==> config.mk <==
export PLATFORM = sky130hd
export DESIGN_NAME = pipe_stage_reg
export DESIGN_NICKNAME = d
export VERILOG_FILES = /design/src/rtl/pipe_stage_reg.sv
export SDC_FILE = /design/constraint.sdc
export NUM_CORES = 1
export LEC_CHECK = 0
export ABC_CLOCK_PERIOD_IN_PS = 2200
export CORE_UTILIZATION = 52
export CTS_BUF_LIST = sky130_fd_sc_hd__clkbuf_8
export CTS_CLUSTER_SIZE = 10
export DETAILED_ROUTE_END_ITERATION = 10
export PLACE_DENSITY = 0.92
export SLEW_MARGIN = 20
export SYNTH_ARGS = -nofsm -noshare
export SYNTH_HDL_FRONTEND = slang
export SYNTH_SLANG_ARGS = --single-unit
==> constraint.sdc <==
create_clock -name i_clk -period 2.2 [get_ports i_clk]
set_input_delay 0.33 -clock i_clk [delete_from_list [all_inputs] [get_ports i_clk]]
set_output_delay 0.33 -clock i_clk [all_outputs]
set_load 0.02 [all_outputs]
==> src/rtl/pipe_stage_reg.sv <==
// Handshaked pipeline stage register {pc, instruction, meta} with a 2-entry skid buffer, flush and single-step gating.
// Optional stalled-cycle counter is built when STALL_CNT_EN is defined; otherwise o_stall_cnt is tied to 0.
module pipe_stage_reg #(
    parameter int NBITS     = 32,
    parameter int META_BITS = 8,
    parameter int CNT_BITS  = 16
) (
    input  logic                 i_clk,
    input  logic                 i_rst_n,
    input  logic                 i_step,
    input  logic                 i_flush,
    input  logic                 i_stall,
    input  logic                 i_valid,
    input  logic [NBITS-1:0]     i_pc,
    input  logic [NBITS-1:0]     i_instruction,
    input  logic [META_BITS-1:0] i_meta,
    output logic                 o_ready,
    output logic                 o_valid,
    output logic [NBITS-1:0]     o_pc,
    output logic [NBITS-1:0]     o_instruction,
    output logic [META_BITS-1:0] o_meta,
    output logic [CNT_BITS-1:0]  o_stall_cnt
);

    localparam logic [1:0] S_EMPTY = 2'd0;
    localparam logic [1:0] S_ONE   = 2'd1;
    localparam logic [1:0] S_TWO   = 2'd2;

    logic [1:0]           r_state;
    logic [NBITS-1:0]     r_pc;
    logic [NBITS-1:0]     r_instr;
    logic [META_BITS-1:0] r_meta;
    logic [NBITS-1:0]     r_skid_pc;
    logic [NBITS-1:0]     r_skid_instr;
    logic [META_BITS-1:0] r_skid_meta;

    logic w_ready;
    logic w_valid;
    logic w_push;
    logic w_pop;

    // Handshake: a word moves upstream->stage when i_valid & o_ready, and
    // stage->downstream when o_valid & ~i_stall, in both cases only on a stepped cycle.
    // o_ready depends on the state register alone, so no combinational path from i_stall/i_valid.
    assign w_ready = (r_state != S_TWO);
    assign w_valid = (r_state != S_EMPTY);
    assign w_push  = i_step & i_valid & w_ready;
    assign w_pop   = i_step & w_valid & ~i_stall;

    always_ff @(posedge i_clk or negedge i_rst_n) begin
        if (!i_rst_n) begin
            r_state      <= S_EMPTY;
            r_pc         <= '0;
            r_instr      <= '0;
            r_meta       <= '0;
            r_skid_pc    <= '0;
            r_skid_instr <= '0;
            r_skid_meta  <= '0;
        end else if (i_step) begin
            if (i_flush) begin
                r_state      <= S_EMPTY;
                r_pc         <= '0;
                r_instr      <= '0;
                r_meta       <= '0;
                r_skid_pc    <= '0;
                r_skid_instr <= '0;
                r_skid_meta  <= '0;
            end else begin
                case (r_state)
                    S_EMPTY: begin
                        if (w_push) begin
                            r_pc    <= i_pc;
                            r_instr <= i_instruction;
                            r_meta  <= i_meta;
                            r_state <= S_ONE;
                        end
                    end
                    S_ONE: begin
                        if (w_push && w_pop) begin
                            r_pc    <= i_pc;
                            r_instr <= i_instruction;
                            r_meta  <= i_meta;
                        end else if (w_push) begin
                            r_skid_pc    <= i_pc;
                            r_skid_instr <= i_instruction;
                            r_skid_meta  <= i_meta;
                            r_state      <= S_TWO;
                        end else if (w_pop) begin
                            // Emptied main reads as a NOP bubble.
                            r_pc    <= '0;
                            r_instr <= '0;
                            r_meta  <= '0;
                            r_state <= S_EMPTY;
                        end
                    end
                    S_TWO: begin
                        if (w_pop) begin
                            r_pc    <= r_skid_pc;
                            r_instr <= r_skid_instr;
                            r_meta  <= r_skid_meta;
                            r_state <= S_ONE;
                        end
                    end
                    default: begin
                        r_pc    <= '0;
                        r_instr <= '0;
                        r_meta  <= '0;
                        r_state <= S_EMPTY;
                    end
                endcase
            end
        end
    end

    assign o_ready       = w_ready;
    assign o_valid       = w_valid;
    assign o_pc          = r_pc;
    assign o_instruction = r_instr;
    assign o_meta        = r_meta;

`ifdef STALL_CNT_EN
    logic [CNT_BITS-1:0] r_stall_cnt;

    // Saturating; only reset clears it.
    always_ff @(posedge i_clk or negedge i_rst_n) begin
        if (!i_rst_n) begin
            r_stall_cnt <= '0;
        end else if (i_step && w_valid && i_stall && !i_flush && !(&r_stall_cnt)) begin
            r_stall_cnt <= r_stall_cnt + {{(CNT_BITS-1){1'b0}}, 1'b1};
        end
    end

    assign o_stall_cnt = r_stall_cnt;
`else
    assign o_stall_cnt = '0;
`endif

endmodule
==> reports/metrics.cfg <==
[timing]
fin_tns_setup_ns = 0
setup_slack_ns = 0.109
rsz0062_at_grt = false
hold_violations = 0
min_period_ns = 2.09
worstMarginPinSlew_ns = 0.856
layout_worst_path_cycle_share_pct = 95.0
slew_violations = 0
setup_violations = 0
slew_headroom_pct = 42.9
fin_skew_ns = 0.0102
achievable-frequency_ghz = 0.478
hold-worst-slack_ns = 0.290

[synthesis]
post_synth_inst_count = 530
syn-cell-area_um2 = 6940
synth-async-reset-ratio_pct = 100
synth_seq_area_share_pct = 52.7
ys_ff_latch = 146
ys_types = 31
synth_edf_count = 0
yosys_warnings = 0
syn_avg_cell_area_um2 = 13.1
synth_flop_cell = dfrtp_1

[grt]
top_usage_layer = met2
grt_use_met3_pct = 5.86
antenna_found_initial = 0
grt_max_degree = 74
grt_overflow = 0
grt_use_met2_pct = 42.1
use_met1_pct = 36.8
grt_use_total_pct = 26.9
grt_first_pass_wirelength_mm = 29.4
grt_pass1_vias = 5600

[routing]
avgViaCountPerCell = 6.27
routedWlPerCell_um = 21.2
drt-total-wl_mm = 17.8
drtIter0Drc = 522
dr.pass1.iters = 5
drc = 0
final_antenna_net_count = 0
via_count = 5271

[placement]
preCtsSetupSlack_ns = -0.0212
placed_cell_area_um2 = 8490
gp_congestion = 0.843
port_buffers = 151
hpwl_mm = 10.5

[setup_path]
cp_slowest_cell = clkdlybuf4s50_1
path_max_fanout = 10
crit_required_ns = 1.87
critical-path-max-stage-delay_ns = 0.61
arrival_ns = 1.76
cp_cell_sequence = nand2b_1 > clkdlybuf4s50_1
worst_setup_path_end_kind = output pin
path_class = reg2out
crit_path_start_kind = flop

[run_status]
status = complete, no violations

[die]
initial_core_util_pct = 54.1
die_h_um = 118
fp.dieArea_um2 = 13800
io-pin-count = 168
dieWidth_um = 118
core_um2 = 12800
fp-row-count = 41

[finish]
regArea_um2 = 3660
multi_input_area_um2 = 2890
filler_cell_count = 911
n_antenna_cell = 0
final_cell_area_um2 = 8940
syn2layout_area_growth_pct = 28.8
drive_above_1_share_pct = 7.92
fin_nets = 736

[clocking]
cts_root_buffer = clkbuf_8
cts_setup_buffers = 0
cts_sinks = 146
clockBufferDepth = 2
path_clk_slew_ns = 0.08
h-tree-depth = 4
cts_buffers = 17
clk_latency_ns = 0.45
tritoncts = built

[power_and_ir_drop]
ir_drop_mv = 0.541
power_density_nw_per_um2 = 799
leakage_uw = 0.00376

[job]
maxCapViolations = 0

[hold_path]
hold_class = in2async

==> power by group <==
| part | internal, uW | switching, uW | leakage [uW] |
|---|---|---|---|
| logic | 805 | 897 | 0.00155 |
| clock network | 1360 | 993 | 0.000225 |
| registers | 2920 | 170 | 0.00199 |
==> repair_timing <==
action | 4_1_cts | 5_1_grt
setup endpoints to repair | 1 | 0
hold buffers | 1 | 0
hold endpoints to repair | 21 | 0
resized for setup | 1 | 0
==> metrics by stage <==
stage          util, %  total power (uW)  instances
2_1_floorplan        -              4040        545
3_3_place_gp      66.2              4770        810
3_5_place_dp      66.2              4830        810
4_1_cts           69.7              7180        841
5_1_grt           69.7              7430        841
6_report          69.7              7140        841
==> state kept, by name, summed over array words and instances (netlist names) <==
register       flops
r_skid_meta        8
r_state            2
o_instruction     32
o_pc              32
r_skid_pc         32
r_skid_instr      32
o_meta             8
==> layout make-up <==
class / count / area share, %
Sequential cell: 146 / 40.9
Multi-Input combinational cell: 327 / 32.4
Timing Repair Buffer: 165 / 19.4
Clock buffer: 18 / 2.77
Tap cell: 172 / 2.41
Clock inverter: 12 / 2.13
Inverter: 1 / 0.0420
==> path summary, 6_finish.rpt <==
path	start	to	slack, ns	depth (start not counted)
worst max-delay path	r_state[1]$_DFFE_PN0P_	o_ready	0.11	2
worst min-delay path	i_rst_n	r_state[0]$_DFFE_PN0P_	0.29	2
worst max register to register	r_state[1]$_DFFE_PN0P_	o_pc[9]$_DFFE_PN0P_	0.35	5
worst min register to register	o_pc[10]$_DFFE_PN0P_	o_pc[10]$_DFFE_PN0P_	0.50	1
max in group asynchronous	i_rst_n	r_skid_pc[14]$_DFFE_PN0P_	1.29	3
min in group i_clk	o_pc[10]$_DFFE_PN0P_	o_pc[10]$_DFFE_PN0P_	0.50	1
==> layout by cell type (no fill, tap or decap), types with 2 or more instances in the layout <==
cell type        netlist  layout
clkdlybuf4s50_1        0     149
a22o_1               144     144
dfrtp_1              146     144
mux2i_1               72      72
o2bb2ai_1             72      72
clkbuf_8               0      18
conb_1                 1      16
buf_12                 0       9
bufinv_16              0       5
clkinv_2               0       4
buf_4                 18       4
nand2_1                3       3
o21ai_0                2       2
inv_1                  1       2
==> critical path: cells and delay by family (launching register included) <==
| kind | cells | cell delay (ns) |
|---|---|---|
| buf+inv | 1 | 0.61 |
| flops | 1 | 0.56 |
| simple gates | 1 | 0.14 |
==> logic make-up after synthesis <==
logic type	Yosys count	synth area share [%]
compound gates	225	28.5
xor+xnor	1	0.126
buf+inv	72	6.78
flops	146	52.7
mux	72	10.4
other cells	1	0.0540
simple gates	13	1.55
==> Yosys cell counts, drive strengths merged, types with 2 or more instances <==
library cell | count | area share, %
o2bb2ai | 72 | 9.1
a22o | 144 | 18
o21ai | 3 | 0.27
buf | 50 | 5.6
or2 | 2 | 0.18
clkbuf | 21 | 1.1
dfrtp | 146 | 53
nand2 | 3 | 0.16
mux2i | 72 | 10
nand2b | 2 | 0.22
==> routing by layer <==
layer  share of wire [%]  wire length (um)  vias up
met5                   0                 0        -
met3                 5.5               981       26
met1                  44              7790     2704
met2                  49              8710      219
li1                    -                 -     2322
met4                 1.7               305        0
(Power assumes the default switching activity.)
